--- src/rtl/cic_sched_pkg.sv ---
// Shared types and defaults for the CIC I/Q pair scheduler.
// Latency: n/a (types, constants and a helper function only).
// Backpressure: n/a.
// Contents: FSM state enum, default widths/gain, default-width pair
// struct, saturating 16-bit increment used by the optional statistics.
package cic_sched_pkg;

  localparam int         DW_DEF       = 12;
  localparam int         GAIN_W_DEF   = 8;
  localparam logic [7:0] GAIN_RST_DEF = 8'd1;

  typedef enum logic [1:0] {
    IDLE   = 2'd0,
    HAVE_I = 2'd1,
    HAVE_Q = 2'd2,
    PUSH   = 2'd3
  } state_t;

  // Default-width view of one I/Q pair as seen by the demodulator.
  typedef struct packed {
    logic [DW_DEF-1:0] i;
    logic [DW_DEF-1:0] q;
  } pair_t;

  function automatic logic [15:0] sat_inc16(input logic [15:0] v, input logic en);
    return (en && (v != 16'hFFFF)) ? v + 16'd1 : v;
  endfunction

endpackage

--- src/rtl/cic_pair_fifo.sv ---
// Show-ahead synchronous FIFO holding I/Q pairs between scheduler and demodulator.
// Latency: a push is visible at head/~empty on the cycle after the write edge.
// Backpressure: push is refused when full unless a pop frees a slot in the same cycle.
// Ports: clk, rst (async, active-high); push/push_dat write side;
//        pop/head read side (head valid whenever empty=0); full, empty status.
module cic_pair_fifo #(
  parameter int W     = 24,
  parameter int DEPTH = 4   // power of two, >= 2
) (
  input  logic         clk,
  input  logic         rst,
  input  logic         push,
  input  logic [W-1:0] push_dat,
  input  logic         pop,
  output logic [W-1:0] head,
  output logic         full,
  output logic         empty
);

  localparam int AW = $clog2(DEPTH);
  localparam int CW = $clog2(DEPTH + 1);

  logic [W-1:0]  mem [DEPTH];
  logic [AW-1:0] wr_ptr;
  logic [AW-1:0] rd_ptr;
  logic [CW-1:0] count;   // occupancy 0..DEPTH
  logic          do_push;
  logic          do_pop;

  assign empty   = (count == '0);
  assign full    = (count == CW'(DEPTH));
  assign do_pop  = pop & ~empty;
  // A pop in the same cycle frees a slot, so a push into a full FIFO still lands.
  assign do_push = push & (~full | do_pop);
  assign head    = mem[rd_ptr];

  always_ff @(posedge clk or posedge rst) begin
    if (rst) begin
      wr_ptr <= '0;
      rd_ptr <= '0;
      count  <= '0;
      for (int k = 0; k < DEPTH; k++) begin
        mem[k] <= '0;
      end
    end else begin
      if (do_push) begin
        mem[wr_ptr] <= push_dat;
        wr_ptr      <= wr_ptr + AW'(1);   // DEPTH is a power of two: natural wrap
      end
      if (do_pop) begin
        rd_ptr <= rd_ptr + AW'(1);
      end
      count <= count + CW'(do_push) - CW'(do_pop);
    end
  end

endmodule

--- src/rtl/cic_iq_sched.sv ---
// Pairs I/Q CIC decimator outputs, queues them, and owns the shared CIC gain.
// Latency: second strobe seen in cycle E -> FIFO write end of E+1 -> out_valid in E+2.
// Backpressure: out_valid/out_ready; a pair arriving at a full FIFO is dropped (overflow).
// Ports: clk, rst (async, active-high); i_dclk/i_data, q_dclk/q_data from the CICs;
//        cfg_wr/cfg_gain/cfg_mute/cfg_clr config; gain_out to both CICs;
//        out_valid/out_ready/out_i/out_q to the demodulator; sticky overflow, pair_err.
// Optional: define CIC_IQ_STATS_EN to add pair_cnt and drop_cnt statistics outputs.
module cic_iq_sched
  import cic_sched_pkg::*;
#(
  parameter int                DW           = DW_DEF,
  parameter int                GAIN_W       = GAIN_W_DEF,
  parameter logic [GAIN_W-1:0] GAIN_RST     = GAIN_W'(GAIN_RST_DEF),
  parameter int                FIFO_DEPTH   = 4,
  parameter int                PAIR_TIMEOUT = 64
) (
  input  logic                 clk,
  input  logic                 rst,
  input  logic                 i_dclk,
  input  logic signed [DW-1:0] i_data,
  input  logic                 q_dclk,
  input  logic signed [DW-1:0] q_data,
  input  logic                 cfg_wr,
  input  logic [GAIN_W-1:0]    cfg_gain,
  input  logic                 cfg_mute,
  input  logic                 cfg_clr,
  output logic [GAIN_W-1:0]    gain_out,
  output logic                 out_valid,
  input  logic                 out_ready,
  output logic signed [DW-1:0] out_i,
  output logic signed [DW-1:0] out_q,
  output logic                 overflow,
`ifdef CIC_IQ_STATS_EN
  output logic [15:0]          pair_cnt,
  output logic [15:0]          drop_cnt,
`endif
  output logic                 pair_err
);

  localparam int TW = $clog2(PAIR_TIMEOUT);

  // Pair layout at the configured sample width.
  typedef struct packed {
    logic [DW-1:0] i;
    logic [DW-1:0] q;
  } dw_pair_t;

  // Strobe detection
  logic i_dclk_q;
  logic q_dclk_q;
  logic ev_i;
  logic ev_q;

  assign ev_i = i_dclk & ~i_dclk_q;
  assign ev_q = q_dclk & ~q_dclk_q;

  // Pairing state
  state_t        state;
  logic [TW-1:0] timer;
  logic [DW-1:0] hold_i;
  logic [DW-1:0] hold_q;
  logic          timeout;
  logic          pair_fault;

  // Config state
  logic [GAIN_W-1:0] pending_gain;
  logic              pending_mute;
  logic              pending_gain_vld;
  logic              mute;
  logic              cfg_wr_q;
  logic              apply_cfg;
  logic              flag_clr;

  // FIFO interface
  dw_pair_t fifo_din;
  dw_pair_t fifo_head;
  logic     fifo_push;
  logic     fifo_pop;
  logic     fifo_full;
  logic     fifo_empty;
  logic     drop;

  assign timeout = (timer == TW'(PAIR_TIMEOUT - 1));

  // A half-pair faults on a repeated strobe of its own channel or on timeout;
  // the partner strobe always completes the pair instead.
  assign pair_fault = ((state == HAVE_I) && !ev_q && (ev_i || timeout)) ||
                      ((state == HAVE_Q) && !ev_i && (ev_q || timeout));

  assign fifo_push = (state == PUSH);
  assign fifo_pop  = out_valid & out_ready;
  assign drop      = fifo_push & fifo_full & ~fifo_pop;
  assign flag_clr  = cfg_wr & cfg_clr;

  // Gain/mute only change on a pair boundary: a quiet IDLE cycle right after the
  // write, or the PUSH cycle that closes the current pair.
  assign apply_cfg = pending_gain_vld &
                     ((state == PUSH) ||
                      ((state == IDLE) && cfg_wr_q && !ev_i && !ev_q));

  always_comb begin
    fifo_din   = '0;
    fifo_din.i = mute ? '0 : hold_i;
    fifo_din.q = mute ? '0 : hold_q;
  end

  always_ff @(posedge clk or posedge rst) begin
    if (rst) begin
      i_dclk_q         <= 1'b0;
      q_dclk_q         <= 1'b0;
      hold_i           <= '0;
      hold_q           <= '0;
      state            <= IDLE;
      timer            <= '0;
      gain_out         <= GAIN_RST;
      mute             <= 1'b0;
      pending_gain     <= '0;
      pending_mute     <= 1'b0;
      pending_gain_vld <= 1'b0;
      cfg_wr_q         <= 1'b0;
      overflow         <= 1'b0;
      pair_err         <= 1'b0;
    end else begin
      i_dclk_q <= i_dclk;
      q_dclk_q <= q_dclk;
      cfg_wr_q <= cfg_wr;

      if (ev_i) hold_i <= i_data;
      if (ev_q) hold_q <= q_data;

      case (state)
        // PUSH lasts one cycle and otherwise behaves like IDLE for new strobes.
        IDLE, PUSH: begin
          timer <= '0;
          if (ev_i && ev_q)  state <= PUSH;
          else if (ev_i)     state <= HAVE_I;
          else if (ev_q)     state <= HAVE_Q;
          else               state <= IDLE;
        end
        HAVE_I: begin
          if (ev_q) begin
            state <= PUSH;
          end else if (ev_i) begin
            timer <= '0;            // newer I sample replaces the stale one
          end else if (timeout) begin
            state <= IDLE;          // half-pair abandoned
          end else begin
            timer <= timer + TW'(1);
          end
        end
        HAVE_Q: begin
          if (ev_i) begin
            state <= PUSH;
          end else if (ev_q) begin
            timer <= '0;
          end else if (timeout) begin
            state <= IDLE;
          end else begin
            timer <= timer + TW'(1);
          end
        end
        default: state <= IDLE;
      endcase

      // Sticky flags: a set in the same cycle as a clear wins.
      overflow <= (overflow & ~flag_clr) | drop;
      pair_err <= (pair_err & ~flag_clr) | pair_fault;

      if (apply_cfg) begin
        gain_out         <= pending_gain;
        mute             <= pending_mute;
        pending_gain_vld <= 1'b0;
      end
      // A write in the same cycle as an apply queues the new values behind it.
      if (cfg_wr) begin
        pending_gain     <= cfg_gain;
        pending_mute     <= cfg_mute;
        pending_gain_vld <= 1'b1;
      end
    end
  end

`ifdef CIC_IQ_STATS_EN
  logic pair_written;

  assign pair_written = fifo_push & ~drop;

  always_ff @(posedge clk or posedge rst) begin
    if (rst) begin
      pair_cnt <= '0;
      drop_cnt <= '0;
    end else begin
      pair_cnt <= (flag_clr ? 16'd0 : pair_cnt) + 16'(pair_written);
      drop_cnt <= sat_inc16(flag_clr ? 16'd0 : drop_cnt, drop | pair_fault);
    end
  end
`endif

  cic_pair_fifo #(
    .W     (2 * DW),
    .DEPTH (FIFO_DEPTH)
  ) u_fifo (
    .clk      (clk),
    .rst      (rst),
    .push     (fifo_push),
    .push_dat (fifo_din),
    .pop      (fifo_pop),
    .head     (fifo_head),
    .full     (fifo_full),
    .empty    (fifo_empty)
  );

  assign out_valid = ~fifo_empty;
  assign out_i     = fifo_head.i;
  assign out_q     = fifo_head.q;

endmodule
--- config.mk ---
export PLATFORM = sky130hd
export DESIGN_NAME = cic_iq_sched
export DESIGN_NICKNAME = d
export VERILOG_FILES = /design/src/rtl/cic_sched_pkg.sv /design/src/rtl/cic_pair_fifo.sv /design/src/rtl/cic_iq_sched.sv
export SDC_FILE = /design/constraint.sdc
export NUM_CORES = 1
export LEC_CHECK = 0
export BUFFER_PORTS_ARGS = -buffer_cell sky130_fd_sc_hd__buf_2
export CORE_AREA = 2 2 118 120
export CTS_BUF_LIST = sky130_fd_sc_hd__clkbuf_16
export DETAILED_ROUTE_END_ITERATION = 8
export DIE_AREA = 0 0 120 122
export PLACE_DENSITY = 0.85
export SLEW_MARGIN = 5
export SYNTH_ARGS = -nofsm -noshare
export SYNTH_HDL_FRONTEND = slang
export SYNTH_HIERARCHICAL = 1
export SYNTH_SLANG_ARGS = --single-unit
--- constraint.sdc ---
create_clock -name clk -period 8.6 [get_ports clk]
set_clock_uncertainty 0.15 [all_clocks]
set_input_delay 0.86 -clock clk [delete_from_list [all_inputs] [get_ports clk]]
set_output_delay 0.86 -clock clk [all_outputs]
set_load 0.01 [all_outputs]
==> results.sh <==
export IMPL_grt_pass1_vias=4835
export IMPL_end_kind="primary output"
export IMPL_crit_path_start="u_fifo/rd_ptr[0]$_DFFE_PP0N_"
export IMPL_cts_tree="built"
export IMPL_multiInputGateArea_mm2=0.00298
export IMPL_synth_seq_cells=159
export IMPL_drive_above_1_share=0.436
export IMPL_powerDensity_mw_per_mm2=329
export IMPL_synthDistinctLibCells=47
export IMPL_num_rows=43
export IMPL_first_pass_iters=4
export IMPL_fin_crit_sh=0.373
export IMPL_p_clk_frac=0.261
export IMPL_cts_root_buf="clkbuf_16"
export IMPL_start_kind="register"
export IMPL_vias=4379
export IMPL_fp_dieArea_mm2=0.0146
export IMPL_synth_top_area_cell="dfrtp_1"
export IMPL_internal_power_mw=1.85
export IMPL_fin_crit_ns=3.21
export IMPL_die_w_um=120
export IMPL_antenna_found_initial=2
export IMPL_wl_um=14500
export IMPL_p_leak_nw=3.99
export IMPL_crit_arrival_ns=2.20
export IMPL_hp_class="primary input to async pin"
export IMPL_tightest_slew_ns=1.04
export IMPL_ctsResizeCount=0
export IMPL_cts_buffers=17
export IMPL_routedWlPerCell_um=18.2
export IMPL_drc=0
export IMPL_synth_common_cells="dfrtp_1, mux2_2, nand2_1"
export IMPL_ir_worst_vdd_mv=0.180
export IMPL_netlist_area_mm2=0.00717
export IMPL_synth_flop_cell="dfrtp_1"
export IMPL_ys_warn_count=6
export IMPL_post_cts_buffers=0
export IMPL_p_sw_frac=0.318
export IMPL_grt_remaining_overflow=0
export IMPL_synth_top_area_share=0.551
export IMPL_grt_total_usage=0.213
export IMPL_gp_congestion=0.804
export IMPL_crit_required_ns=7.59
export IMPL_max_cap_violations=0
export IMPL_clk_latency_ns=0.41
export IMPL_finalHoldViolCount=0
export IMPL_io_buffers=74
export IMPL_grt_setup_unrepaired="false"
export IMPL_synth_edf_count=0
export IMPL_fin_nets=652
export IMPL_yosysSeqAreaShare=0.555
export IMPL_setup_viol=0
export IMPL_p_switching_mw=0.859
export IMPL_async_flop_share=1.00
export IMPL_routed_via_density=5.51
export IMPL_core_mm2=0.0135
export IMPL_detail_route_antenna_nets=0
export IMPL_hold_slack_ns=0.291
export IMPL_yosys_cell_count_top_type="dfrtp_1"
export IMPL_ys_top_cells_by_area="dfrtp_1, mux2_2, mux4_2, nand2_1, nor2b_1"
export IMPL_grt_max_degree=77
export IMPL_place_hpwl_um=9570
export IMPL_synthesis_nets=576
export IMPL_power_frac_comb=0.297
export IMPL_syn_instance_count=525
export IMPL_die_y_um=122
export IMPL_drtIter0Drc=253
export IMPL_p_seq_frac=0.442
export IMPL_path_clk_slew_ns=0.07
export IMPL_grt_first_pass_wirelength_um=24000
export IMPL_max_clock_freq_mhz=312
export IMPL_h_tree_depth=4
export IMPL_setup_tns_ns=0
export IMPL_cts_buffer_depth=2
export IMPL_fill_cells=969
export IMPL_start_util=0.531
export IMPL_critical_path_class="register to primary output"
export IMPL_outcome="complete, no violations"
export IMPL_postCtsHoldBufs=0
export IMPL_path_max_fanout=26
export IMPL_syn_avg_cell_area_um2=13.7
export IMPL_slew_headroom=0.308
export IMPL_io_pins=75
export IMPL_reg2reg_from="u_fifo/count[1]$_DFF_PP0_"
export IMPL_cts_sinks=159
export IMPL_slew_violations=0
export IMPL_area_growth_pct=14.6
export IMPL_regArea_mm2=0.00398
critical path: stages, from the launching register on:
cell and delay [ns]:
dfrtp_2 0.98, mux4_2 0.63, buf_2 0.16
metal layers:
layer | part of all wire | GRT usage
met1 | 0.40 | 0.252
met2 | 0.54 | 0.377
met3 | 0.044 | 0.0618
met4 | 0.018 | 0.0647
met5 | 0.00083 | 0
power by group through the flow:
stage | registers (mW) | logic (mW) | clock network, mW
after global routing | 1.23 | 0.876 | 0.749
after global placement | 1.18 | 0.767 | 0
after CTS | 1.20 | 0.814 | 0.716
after detailed placement | 1.21 | 0.807 | 0
after floorplan | 1.10 | 0.647 | 0
final | 1.20 | 0.804 | 0.705
cell usage in the layout, fill, tap and decap left out, types with 2 or more instances in the layout:
| cell | n |
|---|---|
| dfrtp_1 | 157 |
| o21ai_1 | 2 |
| inv_1 | 10 |
| nor2b_1 | 26 |
| nor3_4 | 2 |
| nand3b_1 | 2 |
| clkinvlp_4 | 4 |
| nand2b_1 | 2 |
| nand4_1 | 2 |
| nand3_1 | 2 |
| or2_2 | 2 |
| mux2_4 | 4 |
| nand2_1 | 85 |
| nor2_2 | 4 |
| clkinv_2 | 2 |
| o221ai_1 | 2 |
| inv_6 | 4 |
| or2b_1 | 3 |
| clkinv_4 | 2 |
| buf_4 | 8 |
| ha_1 | 10 |
| nor2_1 | 6 |
| mux2i_1 | 2 |
| clkbuf_16 | 17 |
| mux4_2 | 24 |
| o21ai_0 | 5 |
| a21oi_1 | 10 |
| mux2_2 | 112 |
| xnor2_1 | 5 |
| buf_2 | 74 |
sequential cells by signal, summed over array words and instances (netlist names):
| register | cells |
|---|---|
| u_fifo/count | 3 |
| pair_err | 1 |
| q_dclk_q | 1 |
| mute | 1 |
| hold_q | 12 |
| overflow | 1 |
| cfg_wr_q | 1 |
| pending_gain | 8 |
| hold_i | 12 |
| u_fifo/wr_ptr | 2 |
| pending_mute | 1 |
| pending_gain_vld | 1 |
| gain_out | 8 |
| timer | 6 |
| u_fifo/rd_ptr | 2 |
| u_fifo/mem | 96 |
| i_dclk_q | 1 |
| state | 2 |
kinds of logic (layout without fill, tap and decap cells):
logic type               after synthesis  after routing  share of synthesized area
AND/OR/NAND/NOR                      141            141                     0.0980
flip-flops                           159            159                      0.555
buffers and inverters                 36            125                     0.0302
XOR/XNOR                               6              6                    0.00732
adder cells (fa/ha/maj)               11             11                     0.0202
AO/OA/AOI/OAI                         30             30                     0.0272
other                                  0              1                          0
multiplexers                         142            142                      0.262
area by class of cell:
| cell class | instances | share of cell area |
|---|---|---|
| Inverter | 11 | 0.00532 |
| Timing Repair Buffer | 82 | 0.0523 |
| Clock buffer | 17 | 0.0517 |
| Antenna cell | 1 | 0.000304 |
| Multi-Input combinational cell | 330 | 0.362 |
| Clock inverter | 15 | 0.0167 |
| Tap cell | 180 | 0.0274 |
| Sequential cell | 159 | 0.484 |
metrics by stage:
step / total power, mW / instance area, um2 / utilization / worst slack [ns] / instances
6_report: 2.70 / 8220 / 0.609 / 5.39 / 795
5_1_grt: 2.86 / 8220 / 0.609 / 5.26 / 795
4_1_cts: 2.73 / 8220 / 0.609 / 5.33 / 794
3_5_place_dp: 2.01 / 7660 / 0.567 / 5.51 / 762
3_3_place_gp: 1.95 / 7660 / 0.567 / 5.58 / 762
2_1_floorplan: 1.75 / 7170 / - / 4.89 / 525
path summary, 6_finish.rpt:
path	endpoint	slack, ns	cells after the start
max in group asynchronous	u_fifo/rd_ptr[0]$_DFFE_PP0N_	6.73	3
worst max-delay path	out_q[9]	5.39	2
worst min-delay path	u_fifo/mem[4]$_DFFE_PP0P_	0.29	2
worst min register to register	hold_i[9]$_DFFE_PP0P_	0.32	2
worst max register to register	u_fifo/count[2]$_DFF_PP0_	5.62	9
min in group clk	hold_i[9]$_DFFE_PP0P_	0.32	2
No activity file was read; power rests on OpenSTA's default activity.
